`src/rtl/leaf_stream_packetizer.sv`:
```
// leaf_stream_packetizer: wraps a valid/ack user stream into BFT packets with
// credit-based flow control and single-packet replay on request.
module leaf_stream_packetizer #(
    parameter int PACKET_BITS           = 49,
    parameter int PAYLOAD_BITS          = 32,
    parameter int NUM_LEAF_BITS         = 5,
    parameter int NUM_PORT_BITS         = 4,
    parameter int NUM_ADDR_BITS         = 7,
    parameter int DEST_LEAF             = 0,
    parameter int DEST_PORT             = 2,
    parameter int FREESPACE_UPDATE_SIZE = 64
) (
    input  logic                    clk,
    input  logic                    reset,
    input  logic [PAYLOAD_BITS-1:0] din_user,
    input  logic                    vld_user2pkt,
    output logic                    ack_pkt2user,
    input  logic [PACKET_BITS-1:0]  din_credit,
    input  logic                    resend,
    output logic [PACKET_BITS-1:0]  dout_pkt
);
    localparam int CW = NUM_ADDR_BITS + 1;
    localparam logic [NUM_LEAF_BITS-1:0] LEAF = NUM_LEAF_BITS'(DEST_LEAF);
    localparam logic [NUM_PORT_BITS-1:0] PORT = NUM_PORT_BITS'(DEST_PORT);
    localparam logic [CW:0] FUS = (CW+1)'(FREESPACE_UPDATE_SIZE);
    localparam logic [CW:0] MAX = (CW+1)'(2**NUM_ADDR_BITS);

    typedef enum logic {ST_RUN, ST_RESEND} state_t;
    state_t state, state_next;
    logic [NUM_ADDR_BITS-1:0] addr_cnt;
    logic [CW-1:0] credit_cnt, credit_next;
    logic [CW:0] credit_sum;
    logic [PACKET_BITS-1:0] last_pkt, pkt;
    logic has_sent, xfer, upd;

    always_comb begin
        state_next   = (state == ST_RUN && resend) ? ST_RESEND : ST_RUN;
        ack_pkt2user = reset && state == ST_RUN && !resend && credit_cnt != '0;
        xfer         = vld_user2pkt && ack_pkt2user;
        upd          = din_credit[PACKET_BITS-1] &&
                       din_credit[PAYLOAD_BITS+NUM_ADDR_BITS +: NUM_PORT_BITS] == '0;
        // Widened by one bit so an update on top of full credit can be clamped.
        credit_sum   = {1'b0, credit_cnt} + (upd ? FUS : '0) - (CW+1)'(xfer);
        credit_next  = credit_sum > MAX ? MAX[CW-1:0] : credit_sum[CW-1:0];
        pkt          = {1'b1, LEAF, PORT, addr_cnt, din_user};
    end

    always_ff @(posedge clk or negedge reset) begin
        if (!reset) begin
            state      <= ST_RUN;
            addr_cnt   <= '0;
            credit_cnt <= MAX[CW-1:0];
            last_pkt   <= '0;
            has_sent   <= 1'b0;
            dout_pkt   <= '0;
        end else begin
            state      <= state_next;
            credit_cnt <= credit_next;
            if (xfer) begin
                addr_cnt <= addr_cnt + 1'b1;
                last_pkt <= pkt;
                has_sent <= 1'b1;
            end
            // Replay is loaded on entry so it is on the wire throughout ST_RESEND.
            dout_pkt <= xfer ? pkt : (state == ST_RUN && resend && has_sent) ? last_pkt : '0;
        end
    end
endmodule

```
`config.mk`:
```
export PLATFORM = sky130hd
export DESIGN_NAME = leaf_stream_packetizer
export DESIGN_NICKNAME = d
export VERILOG_FILES = /design/src/rtl/leaf_stream_packetizer.sv
export SDC_FILE = /design/constraint.sdc
export NUM_CORES = 1
export LEC_CHECK = 0
export CAP_MARGIN = 20
export CORE_MARGIN = 10
export CORE_UTILIZATION = 32
export CTS_CLUSTER_DIAMETER = 30
export DETAILED_ROUTE_END_ITERATION = 10
export GPL_TIMING_DRIVEN = 0
export HOLD_SLACK_MARGIN = 0.05
export PLACE_DENSITY_LB_ADDON = 0.3
export SYNTH_ARGS = -nofsm -noshare
export SYNTH_HDL_FRONTEND = slang
export SYNTH_SLANG_ARGS = --single-unit
```
`constraint.sdc`:
```
create_clock -name clk -period 7.8 [get_ports clk]
set_clock_uncertainty 0.1 [all_clocks]
set_input_delay 1.17 -clock clk [delete_from_list [all_inputs] [get_ports clk]]
set_output_delay 1.17 -clock clk [all_outputs]
set_load 0.05 [all_outputs]
```
==> impl_metrics.env, run 1 <==
export IMPL_cp_end_kind="flip-flop"
export IMPL_grt_total_usage_pct=9.790
export IMPL_cts_hold_buf=0
export IMPL_syn_inst=289
export IMPL_rr_worst_depth=12
export IMPL_grt_overflow=0
export IMPL_worstHoldPathType="reg2reg"
export IMPL_antenna_found_initial=0
export IMPL_powerDensity_mw_per_mm2=349.7
export IMPL_max_clock_freq_ghz=0.1962
export IMPL_setup_viol=0
export IMPL_clkPwrFrac_pct=21.9
export IMPL_grt_max_degree=75
export IMPL_period_share_pct=65.35
export IMPL_fin_cells=563
export IMPL_cp_start_kind="input port"
export IMPL_ant_nets=0
export IMPL_swShare_pct=35.16
export IMPL_die_h_um=131.6
export IMPL_std_cell_rows=40
export IMPL_async_reset_ff_share_pct=100.0
export IMPL_ys_warn_count=0
export IMPL_cts_max_path_buffers=2
export IMPL_fin_tns_setup_ns=0
export IMPL_die_w_um=131.6
export IMPL_htreeDepth=3
export IMPL_viasPerCell=4.501
export IMPL_syn_to_final_growth_pct=34.26
export IMPL_cts_resized=0
export IMPL_grt_pass1_wl_mm=13.79
export IMPL_critPathKind="in2reg"
export IMPL_wl_per_cell_um=14.61
export IMPL_layout_drive_gt1_share_pct=21.01
export IMPL_combinationalPowerShare_pct=38.9
export IMPL_first_global_vias=2657
export IMPL_hold_end="state"
export IMPL_ff2ff_setup_slack_ns=3.85
export IMPL_coreArea_mm2=0.01211
export IMPL_dieArea_mm2=0.01733
export IMPL_r2r_end="credit_cnt[3]"
export IMPL_rsz0062_at_grt="no"
export IMPL_clk_latency_ns=0.33
export IMPL_first_pass_iters=4
export IMPL_gp_congestion=0.8621
export IMPL_drc=0
export IMPL_maxSlewViolCount=0
export IMPL_initial_core_util_pct=32.92
export IMPL_hold_depth=1
export IMPL_synthTopCellsByArea="dfrtp_1, mux2_2, a22o_1, ha_1, xnor2_1"
export IMPL_ys_types=36
export IMPL_hold_violations=0
export IMPL_dp_hpwl_mm=6.151
export IMPL_clk_pin_slew_ns=0.06
export IMPL_p_switching_mw=0.6582
export IMPL_cts_tree="done"
export IMPL_period_needed_ns=5.097
export IMPL_critPathMaxFanout=74
export IMPL_ys_seq_area_share_pct=60.28
export IMPL_netlist_area_mm2=0.003988
export IMPL_portBuffers=82
export IMPL_peakVddDrop_uv=109.0
export IMPL_cts_sinks=96
export IMPL_ys_flop_type="dfrtp_1"
export IMPL_synth_seq_cells=96
export IMPL_power_total_mw=1.872
export IMPL_wl_mm=8.225
export IMPL_p_leak_nw=2.404
export IMPL_drv_cap=0
export IMPL_via_count=2534
export IMPL_numCtsBuffers=9
export IMPL_reg2reg_from="state"
export IMPL_diodes=0
export IMPL_postCtsSetupBuffers=0
export IMPL_ios=135
export IMPL_final_nets=488
export IMPL_worst_slew_pin_slew_ns=0.7233
export IMPL_required_ns=7.89
export IMPL_syn_area_per_cell_um2=13.80
export IMPL_p_int_mw=1.214
export IMPL_yosysTopAreaCellShare_pct=59.62
export IMPL_crit_arrival_ns=5.18
export IMPL_dp_cells=547
export IMPL_synth_edf_count=0
export IMPL_outcome="completed"
export IMPL_drt_iter0_markers=190
export IMPL_pwr_share_seq_pct=39.2
export IMPL_utilization_pct=44.20
export IMPL_yosys_area_top_type="dfrtp_1"
export IMPL_clock_root_buffer="clkbuf_16"
export IMPL_max_slew_margin_pct=51.43
export IMPL_holdCritStartpoint="state"
==> layout make-up <==
class / instances / area (um2)
Fill cell: 1142 / 6758
Sequential cell: 96 / 2404
Multi-Input combinational cell: 160 / 1415
Timing Repair Buffer: 83 / 845.8
Clock buffer: 11 / 252.7
Tap cell: 168 / 210.2
Buffer: 24 / 135.1
Inverter: 16 / 60.06
Clock inverter: 5 / 31.28
==> cells in the mapped netlist (all sizes together) (2+ instances only) <==
cell type	instances
nor2b	4
nor2	6
a22o	38
a311o	2
xor2	3
a311oi	2
buf	18
ha	12
nor4	2
nor3	3
inv	16
clkbuf	6
mux2	39
nand2	6
nor3b	6
dfrtp	95
xnor2	8
o21ai	2
or2	3
nand4	4
==> power groups by stage <==
stage | logic, mW | registers, mW | clock network [mW]
finish | 0.728 | 0.735 | 0.409
global route | 0.789 | 0.754 | 0.444
CTS | 0.737 | 0.736 | 0.424
detailed placement | 0.734 | 0.745 | 0
global placement | 0.722 | 0.740 | 0
floorplan | 0.375 | 0.888 | 0
==> state kept, by name (all words and copies together) (netlist names) <==
signal,cells
has_sent,1
credit_cnt,8
state,1
addr_cnt,7
dout_pkt,40
last_pkt,39
==> logic make-up after synthesis <==
group                    Yosys count  share of synthesized area (%)
adder cells (fa/ha/maj)           13                          4.267
other                              1                        0.09404
multiplexers                      39                          11.01
buffers and inverters             40                          4.895
AO/OA/AOI/OAI                     51                          11.30
XOR/XNOR                          11                          2.416
flip-flops                        96                          60.28
AND/OR/NAND/NOR                   38                          5.742
==> layout by cell type (no fill, tap or decap), types with 2 or more instances in the layout <==
cell,synthesis,routed
dfrtp_1,95,95
clkdlybuf4s50_1,0,81
mux2_2,39,39
a22o_1,38,38
inv_1,16,16
ha_1,12,12
buf_4,9,10
buf_2,9,9
clkbuf_16,0,9
xnor2_1,8,8
conb_1,1,8
nand2_1,6,6
clkbuf_1,6,6
nor2_1,6,6
nor3b_1,5,5
nor2b_1,4,4
nand4_1,4,4
nor3_1,3,3
or2_2,3,3
xor2_1,3,3
clkinv_2,0,3
nor4_1,2,2
a311oi_2,2,2
o21ai_0,2,2
a311o_1,2,2
clkbuf_8,0,2
==> worst max-delay path, stage by stage <==
cell and delay, ns:
buf_4 0.30, buf_16 0.36, or3b_1 0.42, a311oi_2 0.42, buf_2 0.32, buf_2 0.27
ha_1 0.18, inv_1 0.04, ha_1 0.19, a211o_1 0.32, a311oi_2 0.31, a21oi_1 0.12
xnor2_1 0.59, nor3_1 0.13
==> routing by layer <==
| metal | global-route usage [%] | up-vias | wire (um) | part of all wire (%) |
|---|---|---|---|---|
| met3 | 3.697 | 13 | 471 | 5.7 |
| met5 | 0 | - | 0 | 0 |
| met2 | 14.90 | 65 | 3729 | 45 |
| li1 | - | 1218 | - | - |
| met4 | 4.017 | 0 | 123 | 1.5 |
| met1 | 12.21 | 1238 | 3901 | 47 |
==> how the worst max path moves through the flow <==
| stage | startpoint | to | slack, ns | cells past startpoint |
|---|---|---|---|---|
| floorplan | resend | credit_cnt[1] | 3.62 | 12 |
| global placement | reset | credit_cnt[3] | -0.74 | 13 |
| detailed placement | reset | credit_cnt[3] | 2.29 | 14 |
| CTS | reset | credit_cnt[3] | 2.66 | 14 |
| global route | reset | credit_cnt[3] | 2.32 | 14 |
| finish | reset | credit_cnt[3] | 2.70 | 14 |
==> metrics by stage <==
| stage | area, um2 | hold WS (ns) | setup slack [ns] |
|---|---|---|---|
| after floorplan | 4014 | 0.3030 | 3.625 |
| final | 5354 | 0.3462 | 2.703 |
| after detailed placement | 5070 | 0.3288 | 2.287 |
| after global placement | 5045 | 0.3290 | -0.7444 |
| after CTS | 5354 | 0.3539 | 2.656 |
| after global routing | 5354 | 0.3847 | 2.320 |
Note: power is estimated with default switching activity, not from simulation.
==> run 2, diff against run 1 <==
- clock period: 7.8 -> 4.5 ns (I/O delays scaled with it)
==> run 2 against run 1 <==
Critical path depth unchanged. Largest power group unchanged. Sequential share of layout area down 0.46 points. Sequential power up 74%. Worst hold slack worse by 0.25 ns. Wire length up 2.2%. Via count up 0.87%.
==> impl_metrics.env, run 2 (synthesized netlist as in run 1, its figures left out) <==
export IMPL_outcome="completed"
export IMPL_initial_core_util_pct=32.92
export IMPL_worst_slew_pin_slew_ns=0.5823
export IMPL_clock_root_buffer="clkbuf_16"
export IMPL_crit_family="compound AO/OA/AOI/OAI gates"
export IMPL_ant_nets=0
export IMPL_hold_violations=0
export IMPL_p_leak_nw=2.432
export IMPL_cts_sinks=96
export IMPL_wl_mm=8.409
export IMPL_slowest_stage="o41a_1"
export IMPL_peakVddDrop_uv=208.4
export IMPL_postCtsSetupBuffers=0
export IMPL_drv_cap=0
export IMPL_setup_viol=0
export IMPL_clk_pin_slew_ns=0.07
export IMPL_rsz0062_at_grt="no"
export IMPL_setup_slack_ns=0.2789
export IMPL_cts_hold_buf=0
export IMPL_crit_arrival_ns=4.38
export IMPL_maxSlewViolCount=0
export IMPL_dieArea_mm2=0.01733
export IMPL_cts_tree="done"
export IMPL_die_w_um=131.6
export IMPL_highest_layer="met4"
export IMPL_largest_reg_flops=40
export IMPL_htreeDepth=3
export IMPL_grt_max_degree=38
export IMPL_layout_drive_gt1_share_pct=21.46
export IMPL_first_global_vias=2694
export IMPL_wl_met2_mm=3.912
export IMPL_reg_top3="dout_pkt (40), last_pkt (39), credit_cnt (8)"
export IMPL_max_stage_delay_ns=0.49
export IMPL_final_nets=489
export IMPL_die_h_um=131.6
export IMPL_viasPerCell=4.532
export IMPL_first_pass_iters=4
export IMPL_wl_met1_mm=3.906
export IMPL_power_total_mw=3.276
export IMPL_critPathKind="in2reg"
export IMPL_portBuffers=82
export IMPL_fillCellCount=1138
export IMPL_max_slew_margin_pct=60.82
export IMPL_grt_pass1_wl_mm=14.05
export IMPL_std_cell_rows=40
export IMPL_coreArea_mm2=0.01211
export IMPL_wl_per_cell_um=14.91
export IMPL_required_ns=4.66
export IMPL_place_ws_ns=-0.5178
export IMPL_path_buf_inv=5
export IMPL_mostFrequentLayoutCell="dfrtp_1"
export IMPL_grt_total_usage_pct=10.03
export IMPL_period_needed_ns=4.221
export IMPL_route_met3_wl_um=475
export IMPL_period_share_pct=93.80
export IMPL_drc=0
export IMPL_clk_latency_ns=0.34
export IMPL_via_count=2556
export IMPL_antenna_found_initial=0
export IMPL_ios=135
export IMPL_cts_max_path_buffers=2
export IMPL_cp_end_kind="flip-flop"
export IMPL_syn_to_final_growth_pct=35.64
export IMPL_critPathMaxFanout=37
export IMPL_diodes=0
export IMPL_drt_iter0_markers=177
export IMPL_dp_cells=547
export IMPL_dp_hpwl_mm=6.151
export IMPL_grt_overflow=0
export IMPL_fin_cells=564
export IMPL_gp_congestion=0.8621
export IMPL_worstHoldPathType="in2async"
export IMPL_top_register="dout_pkt"
export IMPL_crit_path_cell_trace="buf_6, buf_16, or3b_1, a311oi_4, buf_2, buf_2, ha_1, inv_1, ha_1, a211o_1, a311oi_2, xnor2_1, o41a_1, nor3b_2"
export IMPL_max_clock_freq_ghz=0.2369
export IMPL_most_common_layout_cells="dfrtp_1, clkdlybuf4s50_1, mux2_2, a22o_1, inv_1"
export IMPL_numCtsBuffers=9
export IMPL_powerDensity_mw_per_mm2=605.6
export IMPL_cp_start_kind="input port"
-- run 2: changes by cell type in the layout (fill, tap and decap cells not counted) --
cell	delta
buf_4	-1
bufbuf_16	+1
a311oi_2	-1
buf_6	+1
xnor2_1	-1
a311oi_4	+1
xnor2_2	+1
-- run 2: layout make-up --
type	instances	area (um2)	area share, %
timing repair buffer	84	882.1	16.31
clock inverter	5	31.28	0.5783
sequential	96	2404	44.44
tap	168	210.2	3.886
multi-input combinational	160	1434	26.51
buffer	24	135.1	2.498
inverter	16	60.06	1.110
clock buffer	11	252.7	4.673
-- run 2: report_power, final --
group | internal (mW) | switching [mW]
clock network | 0.403 | 0.313
logic | 0.571 | 0.713
registers | 1.14 | 0.133
-- run 2: through the flow --
step                      utilization (%)  hold slack [ns]  cell area, um2  TNS [ns]
final                               44.66          0.09805            5409         0
after global routing                44.66           0.1056            5409         0
after CTS                           44.54           0.1533            5394         0
after detailed placement            41.86           0.3288            5070    -3.940
after global placement              41.65           0.3290            5045   -259.47
after floorplan                         -           0.2794            4014         0
-- run 2: path summary, 6_finish.rpt --
kind                          startpoint            end  slack, ns  cells after the start
setup / recovery                   reset  credit_cnt[1]       0.28                     14
hold / removal                     reset    dout_pkt[9]        0.1                      1
setup reg to reg           credit_cnt[0]  credit_cnt[1]       0.61                     14
hold reg to reg                    state          state       0.35                      1
max in group asynchronous          reset   dout_pkt[14]       3.59                      2
min in group clk                   state          state       0.35                      1
-- run 2: metal layers --
layer | GRT usage, % | up-vias
met5 | 0 | -
met4 | 3.956 | 0
met3 | 3.659 | 14
met2 | 15.58 | 63
met1 | 12.40 | 1261
li1 | - | 1218
-- run 2: timing repair --
action	4_1_cts	5_1_grt
endpoints found under the setup margin	8	8
gates cloned	1	0
endpoints found under the hold margin	0	0
resized for setup	1	2
==> run 3, diff against run 2 <==
- CAP_MARGIN: 20 -> unset
==> results of run 3 <==
The final DEF is identical to that of run 2; final timing and power are the same.
